$ cat src/rtl/ifu_prefetch.sv
// ifu_prefetch: instruction fetch unit with a prefetch queue.
// Issues in-order word fetches over a valid/ready request channel. It buffers up to DEPTH
// {pc, instruction} pairs for decode. A redirect flushes the queue and marks every in-flight
// request as stale, so that its response is discarded on return.
// Optional macro IFU_MISALIGN_CHK_EN: a misaligned redirect raises a sticky error and halts fetch.
module ifu_prefetch #(
  parameter logic [31:0] RESET_PC  = 32'h0000_0000,
  parameter int unsigned DEPTH     = 4,
  parameter int unsigned MAX_OUTST = 2
) (
  input  logic        i_clk,
  input  logic        i_rst_n,
  input  logic        i_redirect_vld,
  input  logic [31:0] i_redirect_pc,
  output logic        o_imem_req_vld,
  input  logic        i_imem_req_rdy,
  output logic [31:0] o_imem_req_addr,
  input  logic        i_imem_rsp_vld,
  input  logic [31:0] i_imem_rsp_data,
  output logic        o_inst_vld,
  input  logic        i_inst_rdy,
  output logic [31:0] o_inst,
  output logic [31:0] o_pc,
  output logic        o_misalign_err
);

  localparam int unsigned AW = $clog2(DEPTH);
  localparam int unsigned CW = $clog2(DEPTH + 1);
  localparam int unsigned OW = $clog2(MAX_OUTST + 1);

  logic          started_q;
  logic [31:0]   fetch_pc_q, fetch_pc_d;

  // Address FIFO: fetch addresses of live (non-stale) requests, in issue order.
  logic [31:0]   af_mem [DEPTH];
  logic [AW-1:0] af_wr_q, af_wr_d, af_rd_q, af_rd_d;

  // Instruction queue presented to decode.
  logic [31:0]   q_pc   [DEPTH];
  logic [31:0]   q_data [DEPTH];
  logic [AW-1:0] q_wr_q, q_wr_d, q_rd_q, q_rd_d;
  logic [CW-1:0] count_q, count_d;

  logic [OW-1:0] outst_q, outst_d, drop_q, drop_d;

  logic [31:0]   occupancy;
  logic [31:0]   redirect_target;
  logic          halt;
  logic          fire, rsp_keep, rsp_drop, pop;

`ifdef IFU_MISALIGN_CHK_EN
  logic misalign_q;

  // Sticky trap: any misaligned redirect halts fetching until reset.
  always_ff @(posedge i_clk or negedge i_rst_n) begin
    if (!i_rst_n) begin
      misalign_q <= 1'b0;
    end else begin
      misalign_q <= misalign_q | (i_redirect_vld & (i_redirect_pc[1:0] != 2'b00));
    end
  end

  assign halt            = misalign_q;
  assign redirect_target = i_redirect_pc;
  assign o_misalign_err  = misalign_q;
`else
  logic unused_redirect_lsb;
  assign unused_redirect_lsb = ^i_redirect_pc[1:0];

  assign halt            = 1'b0;
  assign redirect_target = {i_redirect_pc[31:2], 2'b00};
  assign o_misalign_err  = 1'b0;
`endif

  // Request issue and handshake decode. Issue depends on state only, so the request
  // stays stable until it fires or a redirect moves the fetch PC.
  always_comb begin
    // Stale requests still count in outst but will never occupy a queue slot.
    occupancy       = 32'(count_q) + 32'(outst_q) - 32'(drop_q);
    o_imem_req_vld  = started_q & ~halt & (32'(outst_q) < MAX_OUTST) & (occupancy < DEPTH);
    o_imem_req_addr = fetch_pc_q;
    fire            = o_imem_req_vld & i_imem_req_rdy;
    rsp_drop        = i_imem_rsp_vld & (drop_q != '0);
    rsp_keep        = i_imem_rsp_vld & (drop_q == '0);
    o_inst_vld      = (count_q != '0);
    pop             = o_inst_vld & i_inst_rdy;
    o_inst          = o_inst_vld ? q_data[q_rd_q] : '0;
    o_pc            = o_inst_vld ? q_pc[q_rd_q] : '0;
  end

  // Next-state for fetch PC, pointers and occupancy counters.
  always_comb begin
    fetch_pc_d = fetch_pc_q;
    af_wr_d    = af_wr_q;
    af_rd_d    = af_rd_q;
    q_wr_d     = q_wr_q;
    q_rd_d     = q_rd_q;
    count_d    = count_q + CW'(rsp_keep) - CW'(pop);
    outst_d    = outst_q + OW'(fire) - OW'(i_imem_rsp_vld);
    drop_d     = drop_q - OW'(rsp_drop);

    if (fire) begin
      fetch_pc_d = fetch_pc_q + 32'd4;
      af_wr_d    = af_wr_q + AW'(1);
    end
    if (rsp_keep) begin
      af_rd_d = af_rd_q + AW'(1);
      q_wr_d  = q_wr_q + AW'(1);
    end
    if (pop) begin
      q_rd_d = q_rd_q + AW'(1);
    end

    // Everything still outstanding after this cycle, including a same-cycle fire, is stale.
    if (i_redirect_vld) begin
      fetch_pc_d = redirect_target;
      af_wr_d    = '0;
      af_rd_d    = '0;
      q_wr_d     = '0;
      q_rd_d     = '0;
      count_d    = '0;
      drop_d     = outst_d;
    end
  end

  // Control state register.
  always_ff @(posedge i_clk or negedge i_rst_n) begin
    if (!i_rst_n) begin
      started_q  <= 1'b0;
      fetch_pc_q <= RESET_PC;
      af_wr_q    <= '0;
      af_rd_q    <= '0;
      q_wr_q     <= '0;
      q_rd_q     <= '0;
      count_q    <= '0;
      outst_q    <= '0;
      drop_q     <= '0;
    end else begin
      started_q  <= 1'b1;
      fetch_pc_q <= fetch_pc_d;
      af_wr_q    <= af_wr_d;
      af_rd_q    <= af_rd_d;
      q_wr_q     <= q_wr_d;
      q_rd_q     <= q_rd_d;
      count_q    <= count_d;
      outst_q    <= outst_d;
      drop_q     <= drop_d;
    end
  end

  // Storage arrays need no reset; validity is tracked by the pointers and counters.
  always_ff @(posedge i_clk) begin
    if (fire) begin
      af_mem[af_wr_q] <= fetch_pc_q;
    end
    if (rsp_keep) begin
      q_pc[q_wr_q]   <= af_mem[af_rd_q];
      q_data[q_wr_q] <= i_imem_rsp_data;
    end
  end

endmodule

$ cat config.mk
export PLATFORM = sky130hd
export DESIGN_NAME = ifu_prefetch
export DESIGN_NICKNAME = d
export VERILOG_FILES = /design/src/rtl/ifu_prefetch.sv
export SDC_FILE = /design/constraint.sdc
export NUM_CORES = 1
export LEC_CHECK = 0
export CAP_MARGIN = 0
export CORE_ASPECT_RATIO = 1.5
export CORE_MARGIN = 1
export CORE_UTILIZATION = 35
export DETAILED_ROUTE_END_ITERATION = 7
export HOLD_SLACK_MARGIN = 0.03
export SKIP_CTS_REPAIR_TIMING = 1
export SLEW_MARGIN = 20
export SYNTH_ARGS = -nofsm -noshare
export SYNTH_HDL_FRONTEND = slang
export SYNTH_SLANG_ARGS = --single-unit
$ cat constraint.sdc
create_clock -name i_clk -period 7.1 [get_ports i_clk]
set_input_delay 2.13 -clock i_clk [delete_from_list [all_inputs] [get_ports i_clk]]
set_output_delay 2.13 -clock i_clk [all_outputs]
set_load 0.1 [all_outputs]
==> flow_summary.yaml <==
status:
  outcome: "finished clean"
final_layout:
  fillers: 4044
  diodes: 0
  nets: 1139
  drive_gt1_share_pct: 19.5
  post-route-util_pct: 43.5
  finalNonFillerCells: 1677
  area_growth_pct: 21.7
worst_setup_path:
  cp.arrival_ps: 3860
  worstSetupPathType: "reg2out"
  r2r-start: "count_q[1]"
  critPathMaxFanout: 3
  cp-start-kind: "flop"
  timing.reg2reg.setup_slack_ps: 3310
  r2r-end: "af_mem[2][31]"
  worstPathRequired_ps: 4970
  end_kind: "output port"
  reg2reg_depth: 9
global_route:
  grt_pass1_vias: 9045
  grt_start_max_net_pins: 67
  grt_usage_pct: 14.3
  antenna_found_initial: 0
  grt_pass1_wl_mm: 53.3
  overflow: 0
hold_path:
  whs_path_depth: 1
  min_to: "outst_q[0]"
  worstHoldStart: "outst_q[0]"
  hold_path_class: "reg2reg"
yosys:
  synth_top_cell_area_share_pct: 65.8
  synthTopCellsByCount: "edfxtp_1 (368), mux4_2 (92), and2_1 (71), dfrtp_1 (46), nand2_1 (38)"
  synth_warnings: 0
  synth.largest_area_cell: "edfxtp_1"
  async_flop_share_pct: 11.1
  ys_types: 55
  synth.avg_cell_area_um2: 19.1
  synth_edf_count: 368
  yosysMostFrequentCell: "edfxtp_1"
  seq_area_frac_synth_pct: 72.7
  synth_area_leaders: "edfxtp_1 (66%), mux4_2 (12%), dfrtp_1 (6.9%)"
  syn_inst: 877
  synth_seq_cells: 414
  synth_area_mm2: 0.0168
  synthFlopType: "edfxtp_1"
floorplan:
  die-area_mm2: 0.0489
  die_w_um: 181
  start_util_pct: 35.7
  die_h_um: 270
  row_count: 97
  core_area_mm2: 0.0470
  io_pins: 169
clock_tree:
  cts_buffer_depth: 3
  clkTransAtPathRegs_ps: 60
  cts_tree: "yes"
  cts.sinks: 414
  clock_latency_ps: 550
  cts_root_buf: "clkbuf_16"
  htreeDepth: 2
  cts_buffers: 42
detailed_routing:
  viasPerCell: 4.97
  routed_wl_mm: 34.0
  routedWlPerCell_um: 20.3
  ant_nets: 0
  drc_errors: 0
  num_vias: 8330
  drt_first_pass_iters: 5
  drt_iter0_markers: 403
timing:
  rsz0062_at_grt: "no"
  fin_crit_sh_pct: 84.3
  clock_skew_ps: 11.7
  worstMarginPinSlew_ps: 1080
  slew_headroom_pct: 27.9
  maxSlewViolCount: 0
  final.setup.tns_ps: 0
  max_freq_mhz: 167
  hold_viol: 0
  finalCriticalPeriod_ps: 5990
  finalSetupViolCount: 0
place:
  place_congestion: 0.789
  hpwl_mm: 20.8
  portBuffers: 161
  dp.cells: 1599
power:
  power.density_mw_per_mm2: 418
  cellLeakagePower_nw: 6.52
  peakVddDrop_uv: 198
job:
  drv_cap: 0
[cell usage in the layout, fill, tap and decap left out, types with 7 or more instances in the layout]
cell	n
mux4_2	92
nor2_1	16
dfrtp_1	42
clkinv_2	7
clkinv_1	9
and2_1	63
nand2_1	38
a211oi_1	7
clkdlybuf4s50_1	159
clkbuf_16	43
a2111oi_2	12
and2_2	8
edfxtp_1	368
o21ai_1	11
inv_1	22
ha_1	18
o21ai_0	11
xnor2_1	28
nand4_1	7
nand3_1	10
buf_4	12
[flip-flops by register name, summed over array words and instances, names as in the netlist, 3 cells and up]
register / cells
q_data: 128
o_imem_req_addr: 30
count_q: 3
q_pc: 120
af_mem: 120
[how the worst max path moves through the flow]
stage               cells after the start  startpoint             end
finish                                 10  count_q[1]  o_imem_req_vld
global route                           10  outst_q[1]  o_imem_req_vld
CTS                                    10  count_q[1]  o_imem_req_vld
detailed placement                     10  count_q[1]  o_imem_req_vld
global placement                       10  outst_q[1]  o_imem_req_vld
floorplan                              10  count_q[1]  o_imem_req_vld
[per-layer routing]
layer	wire length [µm]	share of wire, %	track usage, %	vias up
met5	0	0	0	-
met4	936	2.8	5.13	0
met3	1210	3.6	2.10	47
met2	18000	53	25.8	199
met1	13800	41	17.3	4287
li1	-	-	-	3797
[worst max-delay path: stages (launching register included)]
cell and delay [ps]:
dfrtp_1 380, inv_1 100, fa_1 540, inv_1 40, ha_1 240, nor3_4 270
nand3_1 100, a21oi_1 150, a21oi_1 60, nor3b_1 240, clkdlybuf4s50_1 1190
[metrics by stage]
stage                     hold WS (ps)  area, µm²  setup slack, ps  power [mW]
final                              539      20400             1110        8.54
after global routing               590      20400              914        8.88
after CTS                          537      20400             1040        8.66
after detailed placement           522      19000             1660        6.43
after global placement             526      19000             1590        6.39
after floorplan                    500      16800              849        5.63
[final cells by class]
cell class | instances | area (µm²) | share of cell area, %
clock buffer | 49 | 1100 | 5.38
clock inverter | 29 | 298 | 1.46
inverter | 23 | 86.3 | 0.423
multi-input combinational | 394 | 4280 | 21.0
sequential | 414 | 12200 | 59.8
tap | 594 | 743 | 3.64
timing repair buffer | 174 | 1710 | 8.38
[cell families (layout without fill, tap and decap cells)]
| group | after synthesis | in the layout | share of synthesized area, % |
|---|---|---|---|
| buf+inv | 73 | 275 | 1.98 |
| other cells | 2 | 6 | 0.0447 |
| xor+xnor | 32 | 32 | 1.67 |
| simple gates | 173 | 173 | 5.90 |
| compound gates | 65 | 65 | 3.44 |
| fa+ha+maj | 20 | 20 | 1.58 |
| mux | 98 | 98 | 12.7 |
| flops | 414 | 414 | 72.7 |
[power by group]
| group | switching, mW | leakage, nW | internal, mW | total [mW] |
|---|---|---|---|---|
| clock | 0.926 | 0.668 | 1.30 | 2.22 |
| sequential | 0.176 | 3.88 | 2.89 | 3.07 |
| combinational | 2.30 | 1.97 | 0.940 | 3.24 |
(Power assumes the default switching activity.)
